--- config.mk ---
export PLATFORM = sky130hd
export DESIGN_NAME = fpu_div16_flat
export DESIGN_NICKNAME = d
export VERILOG_FILES = /design/src/rtl/fpu_div16_if.sv /design/src/rtl/fpu_div16.sv /design/src/flat_wrapper.sv
export SDC_FILE = /design/constraint.sdc
export NUM_CORES = 1
export LEC_CHECK = 0
export CAP_MARGIN = 10
export CORE_AREA = 2 2 156 143
export DETAILED_ROUTE_END_ITERATION = 8
export DIE_AREA = 0 0 158 145
export DONT_BUFFER_PORTS = 1
export PLACE_DENSITY = 0.56
export SYNTH_ARGS = -nofsm -noshare
export SYNTH_HDL_FRONTEND = slang
export SYNTH_SLANG_ARGS = --single-unit
export TNS_END_PERCENT = 5
--- constraint.sdc ---
create_clock -name clock -period 8.98 [get_ports clock]
set_input_delay 2.245 -clock clock [delete_from_list [all_inputs] [get_ports clock]]
set_output_delay 2.245 -clock clock [all_outputs]
set_load 0.1 [all_outputs]
--- src/rtl/fpu_div16_if.sv ---
// Start/done handshake and operand/result bus of the FP16 divide coprocessor.
interface fpu_div16_if;
   logic        start;
   logic [15:0] fpuIn1;
   logic [15:0] fpuIn2;
   logic [15:0] fpuOut;
   logic        done;
   logic [3:0]  condCodes;
   logic [4:0]  opStatusFlags;

   modport master (output start, fpuIn1, fpuIn2,
                   input  fpuOut, done, condCodes, opStatusFlags);
   modport slave  (input  start, fpuIn1, fpuIn2,
                   output fpuOut, done, condCodes, opStatusFlags);
endinterface

--- src/rtl/fpu_div16.sv ---
// Sequential FP16 divider: special-case bypass, subnormal pre-normalization,
// restoring bit-serial significand divide, then one round-to-nearest-even/pack cycle.
module fpu_div16 #(
   parameter int QUOTW = 14
) (
   input logic        clock,
   input logic        reset,
   fpu_div16_if.slave bus
);

   localparam int CNTW = $clog2(QUOTW);

   typedef enum logic [2:0] {IDLE, NORM, DIV, ROUND, DONE} state_t;

   state_t                  state, nextState;
   logic [14:0]             opA, opB;
   logic                    sign;
   logic signed [7:0]       expE;
   logic [11:0]             remR;
   logic [10:0]             divD;
   logic [QUOTW-1:0]        quot;
   logic [CNTW-1:0]         cnt;
   logic [15:0]             outR;
   logic [4:0]              flagsR;

   logic                    nanA, nanB, infA, infB, zeroA, zeroB, isSpecial, inSign;
   logic [15:0]             specOut;
   logic [4:0]              specFlags;
   logic [10:0]             sigA, sigB, normA, normB;
   logic [3:0]              shA, shB;
   logic signed [7:0]       effA, effB, expNorm;

   function automatic logic [3:0] lzc11(input logic [10:0] s);
      logic [3:0] n;
      n = 4'd0;
      for (int i = 0; i <= 10; i++)
         if (s[i]) n = 4'(10 - i);
      return n;
   endfunction

   // Returns {flags[4:0], result[15:0]}; mant holds {significand, guard}.
   function automatic logic [20:0] roundPack(input logic s, input logic [QUOTW-1:0] qIn,
                                             input logic remNz, input logic signed [7:0] eIn);
      logic [QUOTW-1:0]  q;
      logic signed [7:0] e;
      logic [11:0]       mant, lowMask, res;
      logic [7:0]        shamt;
      logic              sticky, tiny, inexact, rnd, ovf;
      logic [15:0]       word;
      q = qIn;
      e = eIn;
      if (!q[QUOTW-1]) begin
         q = q << 1;
         e = e - 8'sd1;
      end
      mant    = q[QUOTW-1 -: 12];
      sticky  = remNz | (|q[QUOTW-13:0]);
      tiny    = (e <= 8'sd0);
      ovf     = 1'b0;
      shamt   = 8'(8'sd1 - e);
      lowMask = (12'd1 << shamt[3:0]) - 12'd1;
      if (e >= 8'sd31) return {5'b00101, s, 5'h1F, 10'h000};
      if (tiny) begin
         if (shamt >= 8'd13) begin
            sticky = sticky | (|mant);
            mant   = 12'h000;
         end else begin
            sticky = sticky | (|(mant & lowMask));
            mant   = mant >> shamt[3:0];
         end
      end
      rnd     = mant[0] & (sticky | mant[1]);
      res     = {1'b0, mant[11:1]} + {11'h000, rnd};
      inexact = mant[0] | sticky;
      // A subnormal that rounds up to 0x400 lands exactly on the smallest normal encoding.
      if (tiny)
         word = {s, 4'h0, res[10:0]};
      else if (res[11]) begin
         if (e == 8'sd30) begin
            word = {s, 5'h1F, 10'h000};
            ovf  = 1'b1;
         end else begin
            word = {s, 5'(e + 8'sd1), 10'h000};
         end
      end else begin
         word = {s, e[4:0], res[9:0]};
      end
      return {2'b00, ovf, tiny & inexact, inexact, word};
   endfunction

   assign nanA   = (bus.fpuIn1[14:10] == 5'h1F) && (bus.fpuIn1[9:0] != 10'h0);
   assign nanB   = (bus.fpuIn2[14:10] == 5'h1F) && (bus.fpuIn2[9:0] != 10'h0);
   assign infA   = (bus.fpuIn1[14:0] == 15'h7C00);
   assign infB   = (bus.fpuIn2[14:0] == 15'h7C00);
   assign zeroA  = (bus.fpuIn1[14:0] == 15'h0000);
   assign zeroB  = (bus.fpuIn2[14:0] == 15'h0000);
   assign inSign = bus.fpuIn1[15] ^ bus.fpuIn2[15];
   assign isSpecial = nanA | nanB | infA | infB | zeroA | zeroB;

   always_comb begin
      specOut   = 16'h0000;
      specFlags = 5'b00000;
      if (nanA | nanB | (zeroA & zeroB) | (infA & infB)) begin
         specOut   = 16'h7E00;
         specFlags = 5'b10000;
      end else if (infA) begin
         specOut = {inSign, 5'h1F, 10'h000};
      end else if (zeroB) begin
         specOut   = {inSign, 5'h1F, 10'h000};
         specFlags = 5'b01000;
      end else if (infB | zeroA) begin
         specOut = {inSign, 15'h0000};
      end
   end

   assign sigA    = {opA[14:10] != 5'd0, opA[9:0]};
   assign sigB    = {opB[14:10] != 5'd0, opB[9:0]};
   assign shA     = lzc11(sigA);
   assign shB     = lzc11(sigB);
   assign normA   = sigA << shA;
   assign normB   = sigB << shB;
   assign effA    = $signed({3'b000, (opA[14:10] == 5'd0) ? 5'd1 : opA[14:10]}) - $signed({4'b0000, shA});
   assign effB    = $signed({3'b000, (opB[14:10] == 5'd0) ? 5'd1 : opB[14:10]}) - $signed({4'b0000, shB});
   assign expNorm = effA - effB + 8'sd15;

   always_ff @(posedge clock or negedge reset) begin
      if (!reset) state <= IDLE;
      else        state <= nextState;
   end

   always_comb begin
      nextState = state;
      case (state)
         IDLE, DONE: if (bus.start) nextState = isSpecial ? DONE : NORM;
         NORM:       nextState = DIV;
         DIV:        if (cnt == '0) nextState = ROUND;
         ROUND:      nextState = DONE;
         default:    nextState = IDLE;
      endcase
   end

   always_ff @(posedge clock or negedge reset) begin
      if (!reset) begin
         opA    <= '0;
         opB    <= '0;
         sign   <= 1'b0;
         expE   <= '0;
         remR   <= '0;
         divD   <= '0;
         quot   <= '0;
         cnt    <= '0;
         outR   <= '0;
         flagsR <= '0;
      end else begin
         case (state)
            // operand capture; specials resolve on this same edge
            IDLE, DONE: begin
               if (bus.start) begin
                  opA  <= bus.fpuIn1[14:0];
                  opB  <= bus.fpuIn2[14:0];
                  sign <= inSign;
                  if (isSpecial) begin
                     outR   <= specOut;
                     flagsR <= specFlags;
                  end
               end
            end
            // normalized significands and biased quotient exponent
            NORM: begin
               remR <= {1'b0, normA};
               divD <= normB;
               expE <= expNorm;
               quot <= '0;
               cnt  <= CNTW'(QUOTW - 1);
            end
            // one restoring quotient bit per cycle, MSB first
            DIV: begin
               if (remR >= {1'b0, divD}) begin
                  quot <= {quot[QUOTW-2:0], 1'b1};
                  remR <= (remR - {1'b0, divD}) << 1;
               end else begin
                  quot <= {quot[QUOTW-2:0], 1'b0};
                  remR <= remR << 1;
               end
               cnt <= cnt - 1'b1;
            end
            // round and pack
            ROUND: {flagsR, outR} <= roundPack(sign, quot, remR != 12'h000, expE);
            default: ;
         endcase
      end
   end

   assign bus.fpuOut        = outR;
   assign bus.done          = (state == DONE);
   assign bus.opStatusFlags = flagsR;
   assign bus.condCodes     = {outR == 16'h0000, 1'b0, outR[15], 1'b0};

endmodule

--- src/flat_wrapper.sv ---
// flat-port wrapper written by rule: the top's interface ports become plain ports
module fpu_div16_flat 
#(
   parameter int QUOTW = 14
)
  (clock, reset, bus_start, bus_fpuIn1, bus_fpuIn2, bus_fpuOut, bus_done, bus_condCodes, bus_opStatusFlags);
  fpu_div16_if bus_i ();
  input logic clock;
  input logic reset;
  input wire logic [$bits(bus_i.start)-1:0] bus_start;
  input wire logic [$bits(bus_i.fpuIn1)-1:0] bus_fpuIn1;
  input wire logic [$bits(bus_i.fpuIn2)-1:0] bus_fpuIn2;
  output wire logic [$bits(bus_i.fpuOut)-1:0] bus_fpuOut;
  output wire logic [$bits(bus_i.done)-1:0] bus_done;
  output wire logic [$bits(bus_i.condCodes)-1:0] bus_condCodes;
  output wire logic [$bits(bus_i.opStatusFlags)-1:0] bus_opStatusFlags;
  assign bus_i.start = bus_start;
  assign bus_i.fpuIn1 = bus_fpuIn1;
  assign bus_i.fpuIn2 = bus_fpuIn2;
  assign bus_fpuOut = bus_i.fpuOut;
  assign bus_done = bus_i.done;
  assign bus_condCodes = bus_i.condCodes;
  assign bus_opStatusFlags = bus_i.opStatusFlags;
  fpu_div16 #(.QUOTW(QUOTW)) u_core (.clock(clock), .reset(reset), .bus(bus_i));
endmodule
==> results of run 1 <==
cell usage after synthesis (8+ instances only):
| library cell | instances | area (sq um) |
|---|---|---|
| dfrtp_1 | 104 | 2600 |
| nand2_1 | 100 | 375 |
| nor2_1 | 84 | 315 |
| o21ai_0 | 70 | 350 |
| a21oi_1 | 64 | 320 |
| inv_1 | 50 | 188 |
| clkbuf_1 | 49 | 184 |
| ha_1 | 40 | 500 |
| nor3_1 | 34 | 170 |
| mux2i_1 | 33 | 330 |
| mux2_2 | 26 | 293 |
| a22o_1 | 23 | 201 |
| nor2b_1 | 21 | 131 |
| nand3_1 | 19 | 95.1 |
| nor4_1 | 19 | 119 |
| xnor2_1 | 19 | 166 |
| a211oi_1 | 16 | 120 |
| nand2b_1 | 15 | 93.8 |
| a21o_1 | 14 | 105 |
| o22ai_1 | 11 | 68.8 |
| a31oi_1 | 10 | 62.6 |
| and2_1 | 10 | 62.6 |
| nand4_1 | 10 | 62.6 |
| xor2_1 | 10 | 87.6 |
| o221ai_1 | 9 | 78.8 |
| or3_1 | 9 | 56.3 |
| a22oi_1 | 8 | 60.1 |
| buf_2 | 8 | 40.0 |
area by class of cell:
type	instances	area share
flip-flops and latches	104	0.294
inverters	54	0.0229
clock buffers	9	0.0254
multi-input cells	793	0.601
clock inverters	7	0.00903
well taps	291	0.0410
repair buffers	8	0.00677
sequential cells by signal, indices dropped and copies added, names as in the netlist:
signal and cells:
u_core.bus.fpuOut 16, u_core.opA 15, u_core.opB 15, u_core.quot 14
u_core.remR 12, u_core.divD 11, u_core.expE 8, u_core.bus.opStatusFlags 5
u_core.cnt 4, u_core.state 3, u_core.sign 1
worst register-to-register path, cell delays in order, from the launching register on:
cell and delay (ns):
dfrtp_1 0.69, inv_1 0.38, ha_1 0.48, nor2b_1 0.23, nor2_1 0.63, ha_1 0.75, clkinv_1 0.68, nor3_1 0.34
a31oi_1 0.09, o31a_1 0.38, inv_1 0.08, ha_1 0.21, nor3b_1 0.20, a41oi_1 0.08, nand2b_1 0.23, nor3b_1 0.23
xnor2_1 0.17, nor3_1 0.07, o32ai_1 0.16
path summary, 6_finish.rpt:
| path | end | slack [ns] | cells past startpoint |
|---|---|---|---|
| setup / recovery | u_core.bus.fpuOut[10] | 2.81 | 18 |
| hold / removal | u_core.cnt[3] | 0.50 | 1 |
| setup reg to reg | u_core.bus.fpuOut[10] | 2.81 | 18 |
| hold reg to reg | u_core.cnt[3] | 0.50 | 1 |
| max in group asynchronous | u_core.bus.fpuOut[15] | 7.24 | 0 |
| min in group asynchronous | u_core.opA[3] | 1.56 | 0 |
layer usage:
layer	vias up	global-route usage
met2	225	0.318
met4	2	0.0514
li1	3619	-
met3	33	0.0415
met5	-	0
met1	3597	0.308
per-stage QoR:
stage / instance area [sq um] / util / instances
floorplan: 8430 / - / 1020
global placement: 8560 / 0.402 / 1250
CTS: 8870 / 0.416 / 1266
detailed placement: 8560 / 0.402 / 1250
finish: 8870 / 0.416 / 1266
global route: 8870 / 0.416 / 1266
layout by cell type (no fill, tap or decap), types with 7 or more instances in the layout:
cell and n:
dfrtp_1 103, nand2_1 100, nor2_1 84, o21ai_0 70, a21oi_1 64, inv_1 50
ha_1 40, nor3_1 34, mux2i_1 33, mux2_2 26, a22o_1 23, nor2b_1 21
nor4_1 19, xnor2_1 19, nand3_1 19, nand2b_1 15, a211oi_1 15, a21o_1 14
o22ai_1 11, and2_1 10, xor2_1 10, a31oi_1 10, nand4_1 10, or3_1 9
o221ai_1 9, clkbuf_16 9, a22oi_1 8, buf_4 8, o31a_1 7, a21boi_0 7
cell families (layout without fill, tap and decap cells):
group | Yosys count | in the layout
compound gates | 294 | 294
fa+ha+maj | 45 | 45
buf+inv | 123 | 78
flops | 104 | 104
other cells | 1 | 2
mux | 59 | 59
xor+xnor | 31 | 31
simple gates | 362 | 362
==> reports/results.txt, run 1 <==
Synth Area in Compound Gates -> 0.237
Avg Inst Size Synth -> 8.27 sq um
Fin Hold WS -> 0.500 ns
RSZ-0062 raised after global routing -> no
Critical Path Max Stage Delay -> 0.75 ns
Crit Path Max Fanout -> 23
Start point of the critical path -> u_core.expE[0]
CP top delay family -> simple AND/OR/NAND/NOR gates
Total number of vias -> 7476
Metal-1 WL -> 11200 um
Effective utilization at floorplan -> 0.395
Final ANT Viol Nets -> 0
Inserted Diodes -> 0
Worst slack, placed -> 2.95 ns
Mux contribution to synthesized area -> 0.0740
Pins Over Slew Limit -> 0
Routability Congestion -> 0.954
Async SR Flop Fraction -> 1.00
R2R Path Start -> u_core.expE[0]
Clock skew -> 0.0153 ns
Cell mode on critical path -> ha_1
Largest family of logic cells by synthesized area -> compound AO/OA/AOI/OAI gates
Die area -> 22900 sq um
Ports -> 61
Setup_tns -> 0 ns
Tcrit/Tclk final -> 0.687
Max Cap Viol -> 0
Tmin final -> 6.17 ns
1st-iter DRT viols -> 606
XOR/XNOR Fraction of Synth Area -> 0.0340
Footprint of the multi-input gates -> 5330 sq um
Startpoint types -> flop
Synth Area in Simple Gates -> 0.216
Clock Pin Slew Worst Setup and Hold Paths -> 0.08 ns
Adder and majority gate portion of the synthesized area -> 0.0701
Post-synthesis instance total -> 1019
Initial antenna violation count -> 1
Share of layout cells above drive strength 1 -> 0.0728
Final worst setup slack -> 2.81 ns
Final Hold Fails -> 0
Die Y-Extent -> 145 um
Critical path arrival -> 6.44 ns
Setup violators final -> 0
First drt pass iteration count -> 7
CTS buffer count -> 9
Top layer in use -> met5
Max Root-Sink Buffers -> 2
Largest net degree at the start of global routing -> 105
Max H-tree Level -> 3
Clock Sinks -> 104
DR WL/cell -> 18.6 um
Cell Area, Synth -> 8430 sq um
Remaining global-route overflow -> 0
Yosys warning total -> 0
DPL Wire Length -> 17600 um
Die width -> 158 um
CTS resizes -> 0
Filler cell count -> 2185
Status -> complete, no violations
DR vias/cell -> 5.91
DRC -> 0
All-Layer GR Usage -> 0.210
Drt total wl -> 23500 um
Met3 wire len -> 1420 um
CP endpoint kind -> flop
Crit-path cells -> inv_1 -> ha_1 -> nor2b_1 -> nor2_1 -> ha_1 -> clkinv_1 -> nor3_1 -> a31oi_1 -> o31a_1 -> inv_1 -> ha_1 -> nor3b_1 -> a41oi_1 -> nand2b_1 -> nor3b_1 -> xnor2_1 -> nor3_1 -> o32ai_1
Wire length on met2 -> 10500 um
Port Buffers -> 0
CTS Root Cell -> clkbuf_16
Core ar. -> 21300 sq um
Worst path required time -> 9.24 ns
Reg area -> 2600 sq um
Worst slew margin -> 0.241
# hold bufs at CTS -> 0
Fin nets -> 1049
Yosys reg bits -> 104
First-pass GRT wire length -> 38100 um
CTS tree -> done
Hold Path Class -> flop to flop
Clk Latency, worst-skew pair -> 0.37 ns
Fmax -> 162 MHz
Crit path buf inv count -> 3
Postcts setup bufs -> 0
Vias in the first global route -> 7004
Seq/Total Area, Yosys -> 0.309
Top_reg_cell synth -> dfrtp_1
Layout area overhead -> 5.27%
Post-synth cell types -> 86
Max stage delay cell, worst path -> ha_1
Setup Crit Path Kind -> flop to flop
Worst-Margin Slew -> 1.13 ns
Row cnt -> 51
EDFF count, synth -> 0
Hold Startpoint -> u_core.cnt[3]
Power of run 1 is not shown: default switching activity piles up to over one toggle a cycle in this logic, so the estimate is an artifact.
==> inputs of run 2 (changes only) <==
--- a/config.mk
+++ b/config.mk
@@ -10,7 +10,7 @@
 export DETAILED_ROUTE_END_ITERATION = 8
 export DIE_AREA = 0 0 158 145
 export DONT_BUFFER_PORTS = 1
-export PLACE_DENSITY = 0.56
+export PLACE_DENSITY = 0.58
 export SYNTH_ARGS = -nofsm -noshare
 export SYNTH_HDL_FRONTEND = slang
 export SYNTH_SLANG_ARGS = --single-unit
==> constraint.sdc (replaced) <==
create_clock -name clock -period 5.5 [get_ports clock]
set_input_delay 1.375 -clock clock [delete_from_list [all_inputs] [get_ports clock]]
set_output_delay 1.375 -clock clock [all_outputs]
set_load 0.1 [all_outputs]
==> run 2 against run 1 <==
Net effect:
- core utilization rose by 0.46 points
- sequential cell count did not move
- clock-buffer cell count did not move
- largest cell class unchanged
==> reports/results.txt, run 2 (same netlist as run 1, synthesis figures left out) <==
RSZ-0062 raised after global routing -> no
Setup violators final -> 0
Share of layout cells above drive strength 1 -> 0.0832
Worst-Margin Slew -> 1.08 ns
Postcts setup bufs -> 0
CTS Root Cell -> clkbuf_16
R2R Path Start -> u_core.expE[1]
First-pass GRT wire length -> 38900 um
Port Buffers -> 0
Die Y-Extent -> 145 um
Row cnt -> 51
Clk Latency, worst-skew pair -> 0.37 ns
Vias in the first global route -> 7042
Max Root-Sink Buffers -> 2
Footprint of the multi-input gates -> 5330 sq um
Crit Path Max Fanout -> 15
1st-iter DRT viols -> 552
Hold Startpoint -> u_core.cnt[3]
Pins Over Slew Limit -> 0
Final Hold Fails -> 0
Reg area -> 2600 sq um
DR WL/cell -> 18.5 um
DPL Wire Length -> 17900 um
Routability Congestion -> 0.982
Initial antenna violation count -> 0
CTS tree -> done
Final core utilization -> 0.421
CTS resizes -> 0
Die width -> 158 um
Remaining global-route overflow -> 0
Final worst setup slack -> 0.542 ns
Inserted Diodes -> 0
Clock skew -> 0.0134 ns
Fin nets -> 1060
Tmin final -> 4.96 ns
Worst slew margin -> 0.274
Fmax -> 202 MHz
First drt pass iteration count -> 5
Worst path required time -> 5.73 ns
Clock Sinks -> 104
Filler cell count -> 2152
Critical path arrival -> 5.19 ns
Final Cell Area -> 8970 sq um
Largest net degree at the start of global routing -> 105
Setup Crit Path Kind -> flop to flop
Most frequent cells in the layout -> dfrtp_1 (103), nand2_1 (100), nor2_1 (84), o21ai_0 (70), a21oi_1 (64)
Max H-tree Level -> 3
Worst slack, placed -> 0.663 ns
Hold endpoint -> u_core.cnt[3]
Commonest non-fill, non-tap cell in the layout -> dfrtp_1
Max Cap Viol -> 0
Ports -> 61
Tcrit/Tclk final -> 0.901
Register-to-register setup slack -> 0.54 ns
Clock Pin Slew Worst Setup and Hold Paths -> 0.08 ns
Total number of vias -> 7454
CTS buffer count -> 9
All-Layer GR Usage -> 0.214
Final ANT Viol Nets -> 0
Hold Path Cell Cnt -> 1
Status -> complete, no violations
DRC -> 0
R2R cell count -> 20
Die area -> 22900 sq um
Startpoint types -> flop
# hold bufs at CTS -> 0
DR vias/cell -> 5.84
Worst reg2reg path endpoint -> u_core.bus.fpuOut[10]
Placed cell areas -> 8650 sq um
Setup_tns -> 0 ns
Drt total wl -> 23700 um
Hold Path Class -> flop to flop
Core ar. -> 21300 sq um
Effective utilization at floorplan -> 0.395
Layout area overhead -> 6.43%
Max reg flops -> 16
CP endpoint kind -> flop
==> run 2: cell count changes in the layout (fill, tap and decap cells not counted), sizes merged <==
| cell | delta |
|---|---|
| inv | -2 |
| clkinvlp | -1 |
| clkinv | +2 |
| buf | +11 |
| bufinv | +1 |
==> run 2: how the worst max path moves through the flow <==
stage / from / end / slack, ns / depth (start not counted)
after floorplan: u_core.expE[0] / u_core.bus.fpuOut[10] / 0.62 / 23
after CTS: u_core.expE[1] / u_core.bus.fpuOut[10] / 0.62 / 20
after global placement: u_core.expE[1] / u_core.bus.fpuOut[0] / 0.78 / 19
final: u_core.expE[1] / u_core.bus.fpuOut[10] / 0.54 / 20
after global routing: u_core.expE[1] / u_core.bus.fpuOut[10] / 0.11 / 20
after detailed placement: u_core.expE[1] / u_core.bus.fpuOut[10] / 0.66 / 20
==> run 2: area by class of cell <==
| cell class | count | share of cell area |
|---|---|---|
| inverters | 54 | 0.0226 |
| clock inverters | 7 | 0.0106 |
| clock buffers | 9 | 0.0251 |
| well taps | 291 | 0.0406 |
| repair buffers | 19 | 0.0159 |
| multi-input cells | 793 | 0.595 |
| flip-flops and latches | 104 | 0.290 |
==> run 2: per-layer routing <==
layer / track usage / up-vias / wire [um] / part of all wire
met2: 0.306 / 213 / 10100 / 0.43
met5: 0 / - / 0 / 0
met3: 0.0349 / 33 / 1230 / 0.052
li1: - / 3642 / - / -
met4: 0.0761 / 0 / 681 / 0.029
met1: 0.321 / 3566 / 11700 / 0.49
==> run 2: stage by stage <==
| step | hold WS [ns] | instances |
|---|---|---|
| floorplan | 0.450 | 1020 |
| global placement | 0.481 | 1261 |
| detailed placement | 0.486 | 1261 |
| CTS | 0.497 | 1277 |
| global route | 0.543 | 1277 |
| finish | 0.494 | 1277 |
==> run 2: critical path, stage by stage, from the launching register on <==
cell and delay [ns]:
dfrtp_1 0.46, inv_1 0.10, ha_1 0.34, nand2b_1 0.11, xor2_1 0.39, inv_1 0.18, ha_1 0.63, o21ai_0 0.23
maj3_1 0.41, a22o_1 0.26, nand2_1 0.12, o31a_1 0.25, inv_1 0.06, ha_1 0.23, nor3b_1 0.15, a41oi_1 0.23
nand2b_1 0.18, nor3b_1 0.07, xnor2_1 0.15, nor3_1 0.15, o32ai_1 0.11
Power of run 2 is left out for the same reason.
==> inputs of run 3 (changes only) <==
--- a/config.mk
+++ b/config.mk
@@ -6,11 +6,12 @@
 export NUM_CORES = 1
 export LEC_CHECK = 0
 export CAP_MARGIN = 10
-export CORE_AREA = 2 2 156 143
+export CORE_AREA = 2 2 153 140
+export CTS_CLUSTER_DIAMETER = 60
 export DETAILED_ROUTE_END_ITERATION = 8
-export DIE_AREA = 0 0 158 145
+export DIE_AREA = 0 0 155 142
 export DONT_BUFFER_PORTS = 1
-export PLACE_DENSITY = 0.58
+export PLACE_DENSITY = 0.6
 export SYNTH_ARGS = -nofsm -noshare
 export SYNTH_HDL_FRONTEND = slang
 export SYNTH_SLANG_ARGS = --single-unit
==> run 3 against run 2 <==
Net effect:
- via count grew 1.0%
- register-to-register slack lost 0.08 ns
- final cell count shrank 2.4%
- core utilization grew 1.5 points
- global-route usage grew 0.78 points
- non-clock buffer count is the same
- setup slack lost 0.075 ns
- first-iteration DRC count grew 1.6%
- worst hold slack gained 0.0083 ns
- sequential cell count is the same
- cell area shrank 0.70%
- wire length shrank 1.7%
==> reports/results.txt, run 3 (same netlist as run 1, synthesis figures left out) <==
Layout area overhead -> 5.69%
Core ar. -> 20500 sq um
Fin nets -> 1060
Hold Path Class -> flop to flop
Setup violators final -> 0
Most frequent cells in the layout -> dfrtp_1 (103), nand2_1 (100), nor2_1 (84), o21ai_0 (70), a21oi_1 (64)
Total number of vias -> 7529
Die width -> 155 um
Row cnt -> 50
Routability Congestion -> 0.976
Setup Crit Path Kind -> flop to flop
Setup_tns -> 0 ns
Startpoint types -> flop
Inserted Diodes -> 0
Worst slew margin -> 0.256
Worst-Margin Slew -> 1.11 ns
Pins Over Slew Limit -> 0
Max H-tree Level -> 3
Crit Path Max Fanout -> 15
Start point of the critical path -> u_core.expE[1]
Effective utilization at floorplan -> 0.412
Critical path arrival -> 5.28 ns
Port Buffers -> 0
1st-iter DRT viols -> 561
Vias in the first global route -> 7220
All-Layer GR Usage -> 0.221
CTS Root Cell -> clkbuf_16
Clock Sinks -> 104
Hold Startpoint -> u_core.cnt[0]
DPL Wire Length -> 17700 um
Non-Filler Instances -> 1246
Status -> complete, no violations
Ports -> 61
Final ANT Viol Nets -> 0
DR vias/cell -> 6.04
Max Root-Sink Buffers -> 2
Final Hold Fails -> 0
Tmin final -> 5.03 ns
Share of layout cells above drive strength 1 -> 0.0832
Max Cap Viol -> 0
DRC -> 0
DR WL/cell -> 18.7 um
Initial antenna violation count -> 0
Remaining global-route overflow -> 0
First drt pass iteration count -> 6
Clock skew -> 0.00890 ns
Worst path required time -> 5.75 ns
R2R Path Start -> u_core.expE[1]
Fmax -> 199 MHz
Drt total wl -> 23300 um
Clock Pin Slew Worst Setup and Hold Paths -> 0.08 ns
Largest net degree at the start of global routing -> 105
Max reg flops -> 16
Commonest non-fill, non-tap cell in the layout -> dfrtp_1
RSZ-0062 raised after global routing -> no
First-pass GRT wire length -> 38900 um
Postcts setup bufs -> 0
Die area -> 22000 sq um
CP endpoint kind -> flop
Placed Cells -> 1230
CTS tree -> done
Filler cell count -> 2011
Clk Latency, worst-skew pair -> 0.36 ns
CTS buffer count -> 9
CTS resizes -> 0
Die Y-Extent -> 142 um
Tcrit/Tclk final -> 0.915
# hold bufs at CTS -> 0
[run 3: changes by cell type in the layout (fill, tap and decap cells not counted)]
cell	change
bufinv_16	-1
clkinv_2	+1
clkinv_4	-2
clkinvlp_4	+1
inv_8	+1
[run 3: worst paths after layout]
kind,end,slack (ns),depth (start not counted)
min in group asynchronous,u_core.opA[3],0.70,0
hold / removal,u_core.cnt[0],0.50,1
setup reg to reg,u_core.bus.fpuOut[0],0.47,19
max in group asynchronous,u_core.bus.fpuOut[15],4.66,0
hold reg to reg,u_core.cnt[0],0.50,1
setup / recovery,u_core.bus.fpuOut[0],0.47,19
[run 3: stage by stage]
step / utilization / hold slack [ns] / instance area (sq um) / setup slack, ns
global placement: 0.421 / 0.474 / 8610 / 0.682
detailed placement: 0.421 / 0.496 / 8610 / 0.623
finish: 0.435 / 0.502 / 8900 / 0.467
global route: 0.435 / 0.524 / 8900 / 0.0188
CTS: 0.435 / 0.510 / 8900 / 0.593
floorplan: - / 0.450 / 8430 / 0.622
[run 3: area by class of cell]
type,instances,area [sq um],share of cell area
inverter,54,203,0.0228
clock inverter,7,71.3,0.00801
tap,260,325,0.0365
clock buffer,9,225,0.0253
timing repair buffer,19,143,0.0160
multi-input combinational,793,5330,0.599
sequential,104,2600,0.292
[run 3: layer usage]
metal / vias to the layer above / routed length (um) / GRT usage
li1: 3645 / - / -
met1: 3611 / 11300 / 0.325
met5: - / 0 / 0
met4: 0 / 514 / 0.0629
met3: 29 / 1290 / 0.0359
met2: 244 / 10200 / 0.337
[run 3: critical path: stages, from the launching register on]
cell      delay, ns
dfrtp_1        0.47
inv_1          0.11
ha_1           0.35
nand2b_1       0.11
xor2_1         0.37
inv_1          0.19
ha_1           0.56
nor2_1         0.33
nand2_1        0.09
ha_1           0.34
nand4b_1       0.14
o221ai_1       0.11
or4_1          0.41
a31oi_1        0.16
o211ai_1       0.13
nor2_1         0.15
o211ai_1       0.09
o22ai_1        0.36
o21ai_0        0.17
a32o_1         0.28
Power of run 3 is left out for the same reason.
